$ cat config.mk
export PLATFORM = sky130hd
export DESIGN_NAME = fifo_xfer_ctrl_flat
export DESIGN_NICKNAME = d
export VERILOG_FILES = /design/src/rtl/fifo_xfer_ctrl_if.sv /design/src/rtl/fifo_xfer_ctrl.sv /design/src/flat_wrapper.sv
export SDC_FILE = /design/constraint.sdc
export NUM_CORES = 1
export LEC_CHECK = 0
export ABC_AREA = 1
export BUFFER_PORTS_ARGS = -buffer_cell sky130_fd_sc_hd__buf_2
export CAP_MARGIN = 20
export CORE_MARGIN = 5
export CORE_UTILIZATION = 28
export DETAILED_ROUTE_END_ITERATION = 10
export HOLD_SLACK_MARGIN = 0.06
export PLACE_DENSITY_LB_ADDON = 0.2
export SYNTH_ARGS = -nofsm -noshare
export SYNTH_HDL_FRONTEND = slang
export SYNTH_SLANG_ARGS = --single-unit
$ cat constraint.sdc
create_clock -name sys_clk -period 22.5 [get_ports sys_clk]
set_input_delay 1.125 -clock sys_clk [delete_from_list [all_inputs] [get_ports sys_clk]]
set_output_delay 1.125 -clock sys_clk [all_outputs]
set_load 0.05 [all_outputs]
$ cat src/rtl/fifo_xfer_ctrl_if.sv
// Handshake and status bundle between the transfer controller and its
// surroundings: source FIFO read side, destination FIFO write side,
// command inputs and status outputs.
interface fifo_xfer_ctrl_if #(
    parameter int DATA_W = 128,
    parameter int LEN_W  = 16
);
    logic              start;
    logic [LEN_W-1:0]  xfer_len;
    logic              abort;
    logic              in_empty;
    logic              in_rd_en;
    logic [DATA_W-1:0] in_dout;
    logic              in_valid;
    logic              out_full;
    logic              out_wr_en;
    logic [DATA_W-1:0] out_din;
    logic              busy;
    logic              done;
    logic              aborted;
    logic [LEN_W-1:0]  words_done;
    logic              seq_err;

    // Controller side
    modport master (
        input  start, xfer_len, abort, in_empty, in_dout, in_valid, out_full,
        output in_rd_en, out_wr_en, out_din, busy, done, aborted, words_done, seq_err
    );

    // Environment side (FIFOs, command/status endpoints)
    modport slave (
        output start, xfer_len, abort, in_empty, in_dout, in_valid, out_full,
        input  in_rd_en, out_wr_en, out_din, busy, done, aborted, words_done, seq_err
    );
endinterface

$ cat src/rtl/fifo_xfer_ctrl.sv
// Block transfer sequencer: reads xfer_len words from the source FIFO and
// writes them in order to the destination FIFO. A small skid buffer holds
// words already requested from the source while the destination is full,
// so reads are only issued when a slot is guaranteed.
module fifo_xfer_ctrl #(
    parameter int DATA_W     = 128,
    parameter int LEN_W      = 16,
    parameter int SKID_DEPTH = 4
) (
    input  logic             sys_clk,
    input  logic             rst,
    fifo_xfer_ctrl_if.master bus
);
    localparam int PTR_W = $clog2(SKID_DEPTH);
    localparam int CNT_W = PTR_W + 1;
    localparam logic [CNT_W:0] SKID_LIM = (CNT_W + 1)'(SKID_DEPTH);

    typedef enum logic [1:0] {
        S_IDLE  = 2'd0,
        S_RUN   = 2'd1,
        S_DRAIN = 2'd2,
        S_DONE  = 2'd3
    } state_t;

    state_t            r_state;
    state_t            w_state_next;
    logic [LEN_W-1:0]  r_len;
    logic [LEN_W-1:0]  r_issued;
    logic [LEN_W-1:0]  r_words_done;
    logic              r_pending;
    logic              r_aborted;
    logic              r_seq_err;
    logic [DATA_W-1:0] r_skid_mem [SKID_DEPTH];
    logic [PTR_W-1:0]  r_wr_ptr;
    logic [PTR_W-1:0]  r_rd_ptr;
    logic [CNT_W-1:0]  r_skid_cnt;
    logic [CNT_W-1:0]  w_skid_cnt_next;
    logic [CNT_W:0]    w_occ;
    logic [LEN_W-1:0]  w_words_next;
    logic              w_active;
    logic              w_abort_act;
    logic              w_start_acc;
    logic              w_skid_empty;
    logic              w_rd_en;
    logic              w_wr_en;
    logic              w_push;

    assign w_active     = (r_state == S_RUN) || (r_state == S_DRAIN);
    // Abort is live from the cycle it is seen until the transfer closes.
    assign w_abort_act  = w_active && (bus.abort || r_aborted);
    assign w_start_acc  = (r_state == S_IDLE) && bus.start;
    assign w_skid_empty = (r_skid_cnt == '0);
    // Slots already committed: words buffered plus the read still in flight.
    assign w_occ        = {1'b0, r_skid_cnt} + {{CNT_W{1'b0}}, r_pending};

    assign w_rd_en = (r_state == S_RUN) && !w_abort_act && !bus.in_empty &&
                     (r_issued < r_len) && (w_occ < SKID_LIM);
    assign w_wr_en = !w_skid_empty && !bus.out_full && !w_abort_act;
    // Words arriving during an abort, or without a matching read, are dropped.
    assign w_push  = bus.in_valid && r_pending && !w_abort_act;
    assign w_words_next = w_wr_en ? r_words_done + LEN_W'(1) : r_words_done;

    assign bus.in_rd_en   = w_rd_en;
    assign bus.out_wr_en  = w_wr_en;
    assign bus.out_din    = w_skid_empty ? '0 : r_skid_mem[r_rd_ptr];
    assign bus.busy       = w_active;
    assign bus.done       = (r_state == S_DONE);
    assign bus.aborted    = r_aborted;
    assign bus.words_done = r_words_done;
    assign bus.seq_err    = r_seq_err;

    // Skid occupancy after this cycle's push/pop/flush
    always_comb begin
        w_skid_cnt_next = r_skid_cnt;
        if (w_abort_act) begin
            w_skid_cnt_next = '0;
        end else if (w_push && !w_wr_en) begin
            w_skid_cnt_next = r_skid_cnt + CNT_W'(1);
        end else if (!w_push && w_wr_en) begin
            w_skid_cnt_next = r_skid_cnt - CNT_W'(1);
        end
    end

    // Next-state logic; DRAIN closes on the cycle its last word is written
    always_comb begin
        w_state_next = r_state;
        case (r_state)
            S_IDLE: begin
                if (bus.start) begin
                    w_state_next = (bus.xfer_len == '0) ? S_DONE : S_RUN;
                end
            end
            S_RUN: begin
                if (w_abort_act) begin
                    if (!r_pending) w_state_next = S_DONE;
                end else if (w_rd_en && (r_issued + LEN_W'(1) == r_len)) begin
                    w_state_next = S_DRAIN;
                end
            end
            S_DRAIN: begin
                if (w_abort_act) begin
                    if (!r_pending) w_state_next = S_DONE;
                end else if (!r_pending && (w_skid_cnt_next == '0) &&
                             (w_words_next == r_len)) begin
                    w_state_next = S_DONE;
                end
            end
            S_DONE:  w_state_next = S_IDLE;
            default: w_state_next = S_IDLE;
        endcase
    end

    // State register
    always_ff @(posedge sys_clk or posedge rst) begin
        if (rst) r_state <= S_IDLE;
        else     r_state <= w_state_next;
    end

    // Transfer bookkeeping: length, issue/write counters, abort and error flags
    always_ff @(posedge sys_clk or posedge rst) begin
        if (rst) begin
            r_len        <= '0;
            r_issued     <= '0;
            r_words_done <= '0;
            r_pending    <= 1'b0;
            r_aborted    <= 1'b0;
            r_seq_err    <= 1'b0;
        end else begin
            r_pending <= w_rd_en;
            if (w_start_acc) begin
                r_len        <= bus.xfer_len;
                r_issued     <= '0;
                r_words_done <= '0;
                r_aborted    <= 1'b0;
                r_seq_err    <= 1'b0;
            end else begin
                if (w_rd_en) r_issued <= r_issued + LEN_W'(1);
                r_words_done <= w_words_next;
                if (w_active && bus.abort) r_aborted <= 1'b1;
                if (bus.in_valid && !r_pending) r_seq_err <= 1'b1;
            end
        end
    end

    // Skid pointers and count; an abort empties the buffer at once
    always_ff @(posedge sys_clk or posedge rst) begin
        if (rst) begin
            r_wr_ptr   <= '0;
            r_rd_ptr   <= '0;
            r_skid_cnt <= '0;
        end else begin
            r_skid_cnt <= w_skid_cnt_next;
            if (w_abort_act) begin
                r_wr_ptr <= '0;
                r_rd_ptr <= '0;
            end else begin
                if (w_push)  r_wr_ptr <= r_wr_ptr + PTR_W'(1);
                if (w_wr_en) r_rd_ptr <= r_rd_ptr + PTR_W'(1);
            end
        end
    end

    // Skid storage; contents are don't-care until the count covers them
    always_ff @(posedge sys_clk) begin
        if (w_push) r_skid_mem[r_wr_ptr] <= bus.in_dout;
    end
endmodule

$ cat src/flat_wrapper.sv
// flat-port wrapper written by rule: the top's interface ports become plain ports
module fifo_xfer_ctrl_flat 
#(
    parameter int DATA_W     = 128,
    parameter int LEN_W      = 16,
    parameter int SKID_DEPTH = 4
)
  (sys_clk, rst, bus_start, bus_xfer_len, bus_abort, bus_in_empty, bus_in_dout, bus_in_valid, bus_out_full, bus_in_rd_en, bus_out_wr_en, bus_out_din, bus_busy, bus_done, bus_aborted, bus_words_done, bus_seq_err);
  fifo_xfer_ctrl_if #(.DATA_W(DATA_W), .LEN_W(LEN_W)) bus_i ();
  input  logic sys_clk;
  input  logic rst;
  input wire logic [$bits(bus_i.start)-1:0] bus_start;
  input wire logic [$bits(bus_i.xfer_len)-1:0] bus_xfer_len;
  input wire logic [$bits(bus_i.abort)-1:0] bus_abort;
  input wire logic [$bits(bus_i.in_empty)-1:0] bus_in_empty;
  input wire logic [$bits(bus_i.in_dout)-1:0] bus_in_dout;
  input wire logic [$bits(bus_i.in_valid)-1:0] bus_in_valid;
  input wire logic [$bits(bus_i.out_full)-1:0] bus_out_full;
  output wire logic [$bits(bus_i.in_rd_en)-1:0] bus_in_rd_en;
  output wire logic [$bits(bus_i.out_wr_en)-1:0] bus_out_wr_en;
  output wire logic [$bits(bus_i.out_din)-1:0] bus_out_din;
  output wire logic [$bits(bus_i.busy)-1:0] bus_busy;
  output wire logic [$bits(bus_i.done)-1:0] bus_done;
  output wire logic [$bits(bus_i.aborted)-1:0] bus_aborted;
  output wire logic [$bits(bus_i.words_done)-1:0] bus_words_done;
  output wire logic [$bits(bus_i.seq_err)-1:0] bus_seq_err;
  assign bus_i.start = bus_start;
  assign bus_i.xfer_len = bus_xfer_len;
  assign bus_i.abort = bus_abort;
  assign bus_i.in_empty = bus_in_empty;
  assign bus_i.in_dout = bus_in_dout;
  assign bus_i.in_valid = bus_in_valid;
  assign bus_i.out_full = bus_out_full;
  assign bus_in_rd_en = bus_i.in_rd_en;
  assign bus_out_wr_en = bus_i.out_wr_en;
  assign bus_out_din = bus_i.out_din;
  assign bus_busy = bus_i.busy;
  assign bus_done = bus_i.done;
  assign bus_aborted = bus_i.aborted;
  assign bus_words_done = bus_i.words_done;
  assign bus_seq_err = bus_i.seq_err;
  fifo_xfer_ctrl #(.DATA_W(DATA_W), .LEN_W(LEN_W), .SKID_DEPTH(SKID_DEPTH)) u_core (.sys_clk(sys_clk), .rst(rst), .bus(bus_i));
endmodule
### After elaboration in Yosys (flattened, before gate mapping)

Memories as Yosys holds them, arrays and structs flattened.
Cells that the tools add are included.

| storage, ports and cells | value |
|---|---|
| bits in registers | 60 |
| RAM bits | 512 |
| input bits | 151 |
| output and inout bits | 150 |
| logic and storage cells | 90 |
| memories kept | 1 |

Memory list:

| name | depth | width | read ports | clocked after memory_dff | wr ports | RTL line | RTL |
|---|---|---|---|---|---|---|---|
| u_core.r_skid_mem | 4 | 128 | 1 | 0 | 1 | fifo_xfer_ctrl.sv:33 | `logic [DATA_W-1:0] r_skid_mem [SKID_DEPTH];` |

| operators by class | value |
|---|---|
| $add $sub $neg | 7 |
| magnitude comparators | 2 |
| eq/ne operators | 8 |
| mux-type cells | 26 |
| reductions and logical operators | 36 |

Operators by type and width:

| cell | count |
|---|---|
| 2-to-1 mux 128 bit | 1 |
| 2-to-1 mux 16 bit | 4 |
| adder 16 x 1 -> 16 bit, second input constant | 2 |
| == test 16 bit | 2 |
| 2-to-1 mux 2 bit | 11 |
| logical AND 1 bit | 17 |
| zero test 16 bit | 1 |
| < comparator 16 bit | 1 |
| nonzero test 2 bit | 5 |
| 2-to-1 mux 3 bit | 3 |
| one-hot mux 2 bit (4 select lines) | 1 |
| zero test 1 bit | 7 |
| zero test 3 bit | 2 |
| 2-to-1 mux 1 bit | 6 |
| != test 3 x 2 -> 1 bit, second input constant | 2 |
| adder 2 x 1 -> 2 bit, second input constant | 2 |
| adder 3 x 1 -> 4 bit | 1 |
| == test 2 bit, second input constant | 2 |
| < comparator 4 x 3 -> 1 bit, second input constant | 1 |
| adder 3 x 1 -> 3 bit, second input constant | 1 |
| AND reduction 3 bit | 1 |
| subtractor 3 x 1 -> 3 bit, second input constant | 1 |
| == test 2 x 1 -> 1 bit, second input constant | 1 |
| zero test 2 bit | 1 |
| 2 further kinds | 3 |

### Longest topological paths before layout

| logic depth | value |
|---|---|
| word-level depth | 16 |
| depth in mapped cells | 20 |
| mapped depth without buffers | 20 |

### Worst setup path after synthesis

Ideal clock, no wire load.

| timing path | value |
|---|---|
| path type | in2reg |
| start | input bus_abort |
| end | memory u_core.r_skid_mem[0][0] (enable) |
| library setup time | 0.617 ns |
| data arrival time | 6.879 ns |
| required time | 21.883 ns |
| setup slack | 15.005 ns |
| stages on the path | 5 |
| buffers on the path | 0 |
| cell sequence | nand2_2 -> nand2_4 -> inv_2 -> nand2_1 -> nor2_1 |

| on the way | value |
|---|---|
| longest elaborated chain between the ends | 6 |

Ends and longest elaborated chain:

| what | RTL line | RTL |
|---|---|---|
| start, declared | flat_wrapper.sv:14 | `input wire logic [$bits(bus_i.abort)-1:0] bus_abort;` |
| logical OR 1 bit | fifo_xfer_ctrl.sv:50 | `assign w_abort_act = w_active && (bus.abort \|\| r_aborted);` |
| logical AND 1 bit | fifo_xfer_ctrl.sv:50 |  |
| zero test 1 bit | fifo_xfer_ctrl.sv:60 | `assign w_push = bus.in_valid && r_pending && !w_abort_act;` |
| logical AND 1 bit | fifo_xfer_ctrl.sv:60 |  |
| 2-to-1 mux 1 bit | fifo_xfer_ctrl.sv:165 | `if (w_push) r_skid_mem[r_wr_ptr] <= bus.in_dout;` |
| 2-to-1 mux 1 bit (not written as such) | fifo_xfer_ctrl.sv:165 |  |
| end, declared | fifo_xfer_ctrl.sv:33 |  |

Every way passes these cells.

### Worst setup path after layout

| timing path | value |
|---|---|
| start | register u_core.r_rd_ptr[0] |
| end | output bus_out_din[55] |

| on the way | value |
|---|---|
| longest elaborated chain between the ends | 2 |

Ends and longest elaborated chain:

| what | RTL line | RTL |
|---|---|---|
| start, declared | fifo_xfer_ctrl.sv:35 | `logic [PTR_W-1:0] r_rd_ptr;` |
| start signal, assigned | fifo_xfer_ctrl.sv:158 | `if (w_wr_en) r_rd_ptr <= r_rd_ptr + PTR_W'(1);` |
| memory (4 x 128 bit) | - |  |
| 2-to-1 mux 128 bit | fifo_xfer_ctrl.sv:65 | `assign bus.out_din = w_skid_empty ? '0 : r_skid_mem[r_rd_ptr];` |
| end, declared | flat_wrapper.sv:21 | `output wire logic [$bits(bus_i.out_din)-1:0] bus_out_din;` |

Every way passes these cells.

==> load_flow_metrics.sql <==
INSERT INTO impl_metrics (metric_group, metric, value, unit) VALUES
('synthesis', 'warnings_synthesis', '0', ''),
('critical_path', 'critPathKind', 'flip-flop to output port', ''),
('outcome', 'status', 'finished clean', ''),
('detailed_routing', 'drt_drc_violations_left', '0', ''),
('placed_design', 'port_buffers', '300', ''),
('timing', 'timing.final.crit_period', '5.01', 'ns'),
('critical_path', 'cpPeakStageDelay', '0.96', 'ns'),
('floorplan', 'total_core_area', '85400', 'um^2'),
('detailed_routing', 'detail_route.iter0.violations', '1023', ''),
('clocking', 'cts_repair_resize_count', '0', ''),
('pwr', 'seqPwrFrac', '36.7', '%'),
('critical_path', 'biggest_fanout_along_the_worst_timing_path', '94', ''),
('critical_path', 'cell_with_the_biggest_individual_delay_on_the_critical_path', 'sky130_fd_sc_hd__dfrtp_4', ''),
('timing', 'rsz0062_at_grt', 'false', ''),
('flow_run', 'timing.max_cap.violations', '0', ''),
('floorplan', 'total_die_area', '92200', 'um^2'),
('synthesis', 'cell_area_synth', '24200', 'um^2'),
('synthesis', 'syn_nets', '2365', ''),
('grt', 'use_met2', '24.9', '%'),
('detailed_routing', 'routed_wirelength', '68900', 'um'),
('timing', 'fin_setup_tns', '0', 'ns'),
('grt', 'grt_util_met3', '3.87', '%'),
('clocking', 'cts_buffers', '68', ''),
('synthesis', 'postSynthAreaPerCell', '11.1', 'um^2'),
('layout', 'final_cell_mix', 'sky130_fd_sc_hd__nor2_1 (577), sky130_fd_sc_hd__edfxtp_1 (512), sky130_fd_sc_hd__buf_2 (300), sky130_fd_sc_hd__o21ai_0 (284), sky130_fd_sc_hd__nand2_1 (205)', ''),
('critical_path', 'start_kind', 'flip-flop', ''),
('grt', 'antenna_violations_before_repair', '17', ''),
('pwr', 'switching_share', '38.4', '%'),
('layout', 'synthToLayoutAreaGrowth', '21.2', '%'),
('pwr', 'leakagePower', '11.1', 'nW'),
('grt', 'grt_pass1_wl', '105000', 'um'),
('timing', 'final.period_utilization', '22.3', '%'),
('pwr', 'max-vdd-ir-drop', '0.0000898', 'V'),
('timing', 'worst_pin_slew', '1.09', 'ns'),
('critical_path', 'crit_end_element', 'output port', ''),
('timing', 'max_freq', '200', 'MHz'),
('synthesis', 'synth_cells', '2184', ''),
('timing', 'report.final.hold_viol_count', '0', ''),
('clocking', 'cts_hold_buffers', '0', ''),
('grt', 'maximum_number_of_pins_on_one_net_before_global_route_repair', '129', ''),
('clocking', 'cts_root_buffer_type', 'sky130_fd_sc_hd__clkbuf_16', ''),
('grt', 'number_of_global_route_vias_before_repair', '17100', ''),
('synthesis', 'synth.distinct_cells', '35', ''),
('pwr', 'switchingPower', '0.00133', 'W'),
('floorplan', 'die_h', '304', 'um'),
('placed_design', 'finalWeightedCongestion', '0.831', ''),
('pwr', 'power_report.internal_total', '0.00213', 'W'),
('clocking', 'clock_insertion_delay_worst_skew', '0.63', 'ns'),
('placed_design', 'detailed_place.area', '26900', 'um^2'),
('timing', 'finalMaxSlewViolations', '0', ''),
('detailed_routing', 'wl_cell', '18.8', 'um'),
('floorplan', 'die-width', '304', 'um'),
('pwr', 'powerDensity', '118', 'nW/um^2'),
('detailed_routing', 'detailroute.via_count', '16700', ''),
('grt', 'grt.met1_usage', '18.1', '%'),
('pwr', 'pwr-share-clk', '32.9', '%'),
('timing', 'clock-skew-final', '0.0541', 'ns'),
('grt', 'grt_most_used_layer', 'met2', ''),
('clocking', 'clock_tree_from_tritoncts', 'yes', ''),
('grt', 'grt-ovfl-total', '0', ''),
('clocking', 'cts.repair_timing.setup_buffer_count', '0', ''),
('pwr', 'power_frac_comb', '30.3', '%'),
('floorplan', 'std_cell_rows', '107', ''),
('synthesis', 'ys_seq_area_share', '69.9', '%'),
('layout', 'post_route_cells_drive_above_1_share', '18.2', '%'),
('synthesis', 'synth.ff_latch_count', '572', ''),
('detailed_routing', 'drt_first_pass_iters', '7', ''),
('critical_path', 'timing.critical_path.required', '21.38', 'ns'),
('timing', 'hold_slack', '0.499', 'ns'),
('critical_path', 'crit_arrival', '3.88', 'ns'),
('placed_design', 'hpwlAfterDp', '40100', 'um');
[routing by layer]
layer | up-vias | share of wire, %
met5 | - | 0.14
met4 | 12 | 2.3
met3 | 101 | 5.5
met2 | 338 | 49
met1 | 8114 | 43
li1 | 8137 | -
[cells in the mapped netlist (all sizes together)]
| library cell | count | share of area, % |
|---|---|---|
| a31oi | 2 | 0.052 |
| edfxtp | 512 | 64 |
| nand3b | 2 | 0.062 |
| nand4 | 23 | 0.60 |
| xnor3 | 1 | 0.093 |
| o211ai | 2 | 0.062 |
| buf | 11 | 0.25 |
| a21oi | 144 | 3.0 |
| dfrtp | 60 | 6.2 |
| nor4 | 1 | 0.026 |
| nor2 | 590 | 9.4 |
| ha | 30 | 1.6 |
| o32ai | 1 | 0.036 |
| o41ai | 1 | 0.036 |
| nand3 | 57 | 1.3 |
| nor3 | 7 | 0.15 |
| nand2 | 216 | 3.6 |
| o21ai | 290 | 6.0 |
| inv | 113 | 1.8 |
| xor2 | 7 | 0.25 |
| o21a | 1 | 0.031 |
| clkbuf | 97 | 1.5 |
| o22ai | 14 | 0.36 |
| xnor2 | 2 | 0.073 |
[critical path, delay by kind of cell, from the launching register on]
family                 cells  cell delay, ns
AO/OA/AOI/OAI              2            0.39
buffers and inverters      3            1.65
flip-flops                 1            0.96
AND/OR/NAND/NOR            2            0.23
[stage by stage]
stage | util, % | power (W) | worst slack [ns]
global placement | 31.4 | 0.00236 | 17.36
finish | 34.3 | 0.00347 | 17.49
global route | 34.3 | 0.00366 | 17.15
detailed placement | 31.4 | 0.00237 | 17.30
CTS | 34.2 | 0.00352 | 16.65
floorplan | - | 0.00204 | 15.00
[logic make-up (layout without fill, tap and decap cells)]
family,count (synthesis),in the layout,share of synthesized area [%]
simple gates,896,896,15.0
flops,572,572,69.9
fa+ha+maj,30,30,1.55
compound gates,455,455,9.62
other cells,0,8,0
xor+xnor,10,10,0.420
buf+inv,221,553,3.51
[power groups by stage]
stage / clock (W) / combinational [W] / sequential (W)
finish: 0.00114 / 0.00105 / 0.00127
global route: 0.00122 / 0.00116 / 0.00128
CTS: 0.00117 / 0.00107 / 0.00128
detailed placement: 0 / 0.00107 / 0.00130
global placement: 0 / 0.00106 / 0.00130
floorplan: 0 / 0.000756 / 0.00128
[cell type report]
cell class / count / area (um^2)
Sequential cell: 572 / 16900
Timing Repair Buffer: 317 / 1670
Inverter: 113 / 434
Multi-Input combinational cell: 1391 / 6460
Clock buffer: 77 / 1740
Tap cell: 1144 / 1430
Antenna cell: 8 / 20.0
Clock inverter: 46 / 642
Fill cell: 8624 / 56100
[path summary, 6_finish.rpt]
check / start / to / slack (ns) / cells past startpoint
hold / removal: u_core.bus.seq_err / u_core.bus.seq_err / 0.50 / 2
min in group asynchronous: rst / u_core.bus.aborted / 0.78 / 3
setup / recovery: u_core.r_rd_ptr[0] / bus_out_din[55] / 17.49 / 7
max in group asynchronous: rst / u_core.r_rd_ptr[1] / 21.06 / 3
hold reg to reg: u_core.bus.seq_err / u_core.bus.seq_err / 0.50 / 2
setup reg to reg: u_core.r_state[0] / u_core.r_skid_mem[3][67] / 17.91 / 9
[registers in the layout, summed over array words and instances (netlist names)]
signal	flops
u_core.r_skid_mem	512
u_core.bus.words_done	16
u_core.r_issued	16
u_core.r_len	16
u_core.r_skid_cnt	3
u_core.r_rd_ptr	2
u_core.r_state	2
u_core.r_wr_ptr	2
u_core.bus.aborted	1
u_core.bus.seq_err	1
u_core.r_pending	1
No activity file was read; power rests on OpenSTA's default activity.
